`src/rtl/regfile_2r1w.sv`:
```
// 2^DEPTH_LOG2 x WIDTH register file: two combinational reads, one synchronous write, r0 reads 0.
// Optional same-cycle write-to-read bypass (BYPASS=1).
module regfile_2r1w #(
   parameter int WIDTH      = 32,
   parameter int DEPTH_LOG2 = 5,
   parameter int BYPASS     = 0
) (
   input  logic                  clk,
   input  logic                  rst_n,
   input  logic [DEPTH_LOG2-1:0] read_addr1,
   input  logic [DEPTH_LOG2-1:0] read_addr2,
   output logic [WIDTH-1:0]      read_data1,
   output logic [WIDTH-1:0]      read_data2,
   input  logic                  write_en,
   input  logic [DEPTH_LOG2-1:0] write_addr,
   input  logic [WIDTH-1:0]      write_data
);

   localparam int DEPTH = 1 << DEPTH_LOG2;

   logic [WIDTH-1:0] r_mem  [1:DEPTH-1];
   logic [WIDTH-1:0] w_regs [0:DEPTH-1];
   logic [DEPTH-1:0] w_wr_dec;
   logic             w_byp1;
   logic             w_byp2;

   // Bit 0 forced low: discards r0 writes and keeps address 0 out of the bypass.
   always_comb begin
      w_wr_dec = '0;
      if (write_en) begin
         w_wr_dec[write_addr] = 1'b1;
      end
      w_wr_dec[0] = 1'b0;
   end

   always_ff @(posedge clk) begin
      if (!rst_n) begin
         for (int i = 1; i < DEPTH; i++) begin
            r_mem[i] <= '0;
         end
      end else begin
         for (int i = 1; i < DEPTH; i++) begin
            if (w_wr_dec[i]) begin
               r_mem[i] <= write_data;
            end
         end
      end
   end

   assign w_regs[0] = '0;
   for (genvar g = 1; g < DEPTH; g++) begin : g_regs
      assign w_regs[g] = r_mem[g];
   end

   assign w_byp1 = (BYPASS != 0) && w_wr_dec[read_addr1];
   assign w_byp2 = (BYPASS != 0) && w_wr_dec[read_addr2];

   assign read_data1 = w_byp1 ? write_data : w_regs[read_addr1];
   assign read_data2 = w_byp2 ? write_data : w_regs[read_addr2];

endmodule
```
`config.mk`:
```
export PLATFORM = sky130hd
export DESIGN_NAME = regfile_2r1w
export DESIGN_NICKNAME = d
export VERILOG_FILES = /design/src/rtl/regfile_2r1w.sv
export SDC_FILE = /design/constraint.sdc
export NUM_CORES = 2
export LEC_CHECK = 0
export BUFFER_PORTS_ARGS = -buffer_cell sky130_fd_sc_hd__buf_2
export CAP_MARGIN = 10
export CORE_ASPECT_RATIO = 0.8
export CORE_MARGIN = 2
export CORE_UTILIZATION = 60
export CTS_CLUSTER_SIZE = 8
export DETAILED_ROUTE_END_ITERATION = 10
export PLACE_DENSITY = 0.84
export REMOVE_ABC_BUFFERS = 1
export SKIP_CTS_REPAIR_TIMING = 1
export SLEW_MARGIN = 10
export SYNTH_ARGS = -nofsm -noshare
export SYNTH_HDL_FRONTEND = slang
export SYNTH_SLANG_ARGS = --single-unit
```
`constraint.sdc`:
```
create_clock -name clk -period 5.8 [get_ports clk]
set_clock_uncertainty 0.1 [all_clocks]
set_input_delay 1.16 -clock clk [delete_from_list [all_inputs] [get_ports clk]]
set_output_delay 1.16 -clock clk [all_outputs]
set_load 0.03 [all_outputs]
```
Word level (Yosys, flattened, before mapping) --
Memories as Yosys holds them, arrays and structs flattened. Index checks and enable logic that the tools add are counted.
Cells by class: magnitude comparators 4, multiplexer cells 134, bitwise gates (word level) 33, reduce and logical (&&, ||, !) cells 1
Operator list (count):
- $mux 32 | 36
- $bmux 32 s5 | 2
- $mux 1 | 95
- $or 1x1->1 | 31
- $ge 6x6->1 const B | 2
- $not 5->6 | 2
- $lt 5x6->1 const B | 1
- $demux 1 s5 | 1
- $ge 5x1->1 const B | 1
- $logic_and 1x1->1 | 1
Storage, ports and cells: register bits 0, RAM bits 992, bits of input ports 50, output and inout port bits 64, word-level logic and storage cells 173, memories 1
Memories:
- r_mem | words 31, bits a word 32, rd ports 31, clocked after memory_dff 0, wr ports 31, line 21 | logic [WIDTH-1:0] r_mem [1:DEPTH-1];

Logic depth before layout (Yosys ltp) --
depth after elaboration 9, mapped depth 9

Worst setup path before layout --
Ideal clock, no wire load.
path type input to register, start in write_addr[4], end reg r_mem[0][256] (netlist name), library setup time 466 ps, arrival 4077 ps, setup slack 1157 ps, stages on the path 3, cells stage by stage or3b_2 clkbuf_1 o21ai_0
RTL lines:
- start, declared | line 15 | input logic [DEPTH_LOG2-1:0] write_addr,

Worst setup path in the final report --
start in read_addr1[0], end out read_data1[19]
Between the ends: cells in the longest elaborated chain, start to end 4
Ends and longest elaborated chain:
- start, declared | line 10 | input logic [DEPTH_LOG2-1:0] read_addr1,
- $not 5->6 (implied by the code) | line 58 | assign read_data1 = w_byp1 ? write_data : w_regs[read_addr1];
- $bmux 32 s5 | line 58
- $mux 32 (implied by the code) (2 in a row) | line 58
- end, declared | line 12 | output logic [WIDTH-1:0] read_data1,
No other way between the ends. The select of a mux whose other input is x is not followed.

==> reports/qor.yml <==
p_int_mw: 13.55
synth_area_per_cell_um2: 14.51
nets: 3701
synth-simple-area-share_pct: 13.44
cts_buffer_depth: 3
grtUsageTotal_pct: 38.16
layoutNonFillerInstCount: 4853
relSlewSlack_pct: 5.126
layout-drive-gt1-share_pct: 25.14
cts_tree: "yes"
slew_violations: 0
yosysUniqueCellTypes: 28
crit_arrival_ps: 3910
ioPinCount: 114
cp-end-kind: "output port"
p_leak_nw: 20.85
hp-class: "primary input to flop"
status: "finished, final reports clean"
synth_compound_area_share_pct: 6.610
ys_top_cells_by_count: "and2_1, edfxtp_1, mux4_2"
p_comb_share_pct: 12.4
seq_area_frac_synth_pct: 55.96
drt_iter0_drc: 6746
p_switching_mw: 4.559
netlist_top_cells_area: "edfxtp_1, mux4_2, and2_1, a22o_1, mux2i_1"
rsz0062_at_grt: "false"
cp.required_ps: 4540
synthAdderAreaFrac_pct: 0
setup_viol: 0
top_regs: "r_mem: 992 flops"
yosysMostFrequentCell: "and2_1"
grt_pass1_wl_um: 247300
fin_crit_ps: 5171
start_util_pct: 60.66
fp.dieH_um: 270.4
h-tree-depth: 4
hold_violations: 0
synthMuxAreaShare_pct: 20.61
numCtsBuffers: 141
synthXorXnorAreaFrac_pct: 0
core_region_area_um2: 87750
pwr_density_cell_nw_per_um2: 306.4
grt_pass1_vias: 36410
synth-seq-cells: 992
numPortBuffers: 113
dp.cells: 4694
antenna_found_initial: 11
gr-total-overflow: 0
wl_um: 172200
setup-tns-final_ps: 0
wl_per_cell_um: 35.47
dieWidth_um: 337
synthToLayoutAreaGrowth_pct: 11.07
clk_pin_slew_ps: 50
synth_area_leader_cell: "edfxtp_1"
cts_root_buf: "clkbuf_16"
p_sw_share_pct: 25.17
crit_path_start_kind: "primary input"
place.gp.congestion: 0.9152
path_class: "primary input to output port"
synth_top_family_by_area: "multiplexers"
rows: 97
viasPerCell: 7.498
worst_pin_slew_ps: 1420
period_share_pct: 89.16
cts.sinks: 992
largest_reg_flops: 992
synth_flop_cell: "edfxtp_1"
via_count: 36390
async_flop_share_pct: 0
max_freq_ghz: 0.1934
largest-register: "r_mem"
worst-path-max-fanout: 50
cap_violations: 0
peakVddDrop_mv: 0.3042
power_frac_seq_pct: 47.2
clkPwrFrac_pct: 40.4
synth_edf_count: 992
syn_area_um2: 53230
drtPass1Iterations: 6
hpwl_um: 97840
place_ws_ps: 857.4
drc: 0
yosys_warnings: 0
synth_cells: 3669
drtAntennaViolNets: 0
synth_top_area_share_pct: 55.96
setup_slack_ps: 629.0
die-area_um2: 91120
grt_max_degree: 68
[worst paths after layout]
kind,startpoint,endpoint,slack [ps],cells after the start
max,read_addr1[0],read_data1[19],630,7
min,write_data[24],r_mem[0][664],940,2
[critical path, stage by stage]
cell and delay (ps):
buf_8 430, buf_12 410, mux4_2 290, nand2_1 50, and3_1 230, o31ai_1 820, buf_2 350
[metrics by stage]
stage / hold WS (ps) / util, % / power, mW / area (um^2)
3_5_place_dp: 1692 / 63.07 / 10.80 / 55350
5_1_grt: 956.8 / 67.36 / 18.43 / 59110
3_3_place_gp: 1682 / 63.07 / 10.74 / 55350
2_1_floorplan: 1258 / - / 9.763 / 51440
6_report: 944.7 / 67.37 / 18.11 / 59120
4_1_cts: 921.8 / 67.30 / 17.97 / 59050
[layer usage]
metal	routed length [um]	GRT usage [%]	vias to the layer above
met2	74750	54.25	3868
met4	10780	21.93	4
met5	32	0	-
li1	-	-	13980
met3	30020	14.48	740
met1	56570	50.49	17800
[cells by family (layout without fill, tap and decap cells)]
logic type | Yosys count | in the layout
compound gates | 479 | 479
buf+inv | 406 | 397
flops | 992 | 992
mux | 608 | 608
other cells | 0 | 5
simple gates | 1184 | 1184
[area by class of cell]
| type | instances | area (um^2) |
|---|---|---|
| inverters | 2 | 7.507 |
| clock buffers | 145 | 3628 |
| multi-input cells | 2271 | 22250 |
| repair buffers | 243 | 1867 |
| flip-flops and latches | 992 | 29790 |
| diodes | 5 | 12.51 |
| fillers | 5623 | 28630 |
| well taps | 1188 | 1486 |
| clock inverters | 7 | 76.32 |
[cells in the final DEF (no fill, tap or decap), types with 2 or more instances in the layout]
| cell type | n |
|---|---|
| and2_2 | 2 |
| buf_8 | 4 |
| and2_1 | 1024 |
| and3_1 | 32 |
| mux2_2 | 64 |
| buf_12 | 19 |
| nor2b_4 | 6 |
| a211oi_1 | 64 |
| nor2_4 | 25 |
| edfxtp_1 | 992 |
| nand3b_1 | 4 |
| nand2_1 | 69 |
| nor2b_1 | 2 |
| o31ai_1 | 64 |
| nand3_1 | 4 |
| nor2_2 | 8 |
| clkinv_8 | 2 |
| o21ai_4 | 31 |
| nand2b_2 | 2 |
| mux4_2 | 384 |
| buf_4 | 112 |
| o22ai_1 | 64 |
| or3b_2 | 2 |
| o21ai_1 | 64 |
| diode_2 | 5 |
| clkbuf_16 | 145 |
| buf_16 | 2 |
| mux2i_1 | 160 |
| inv_6 | 5 |
| a22o_1 | 192 |
| buf_2 | 106 |
[power groups by stage]
stage               clock network, mW  registers (mW)  logic [mW]
global placement                    0            8.61        2.13
CTS                              7.27            8.53        2.17
floorplan                           0            8.58        1.19
global route                     7.57            8.57        2.29
finish                           7.32            8.55        2.25
detailed placement                  0            8.65        2.15
No activity file was read; power rests on OpenSTA's default activity.
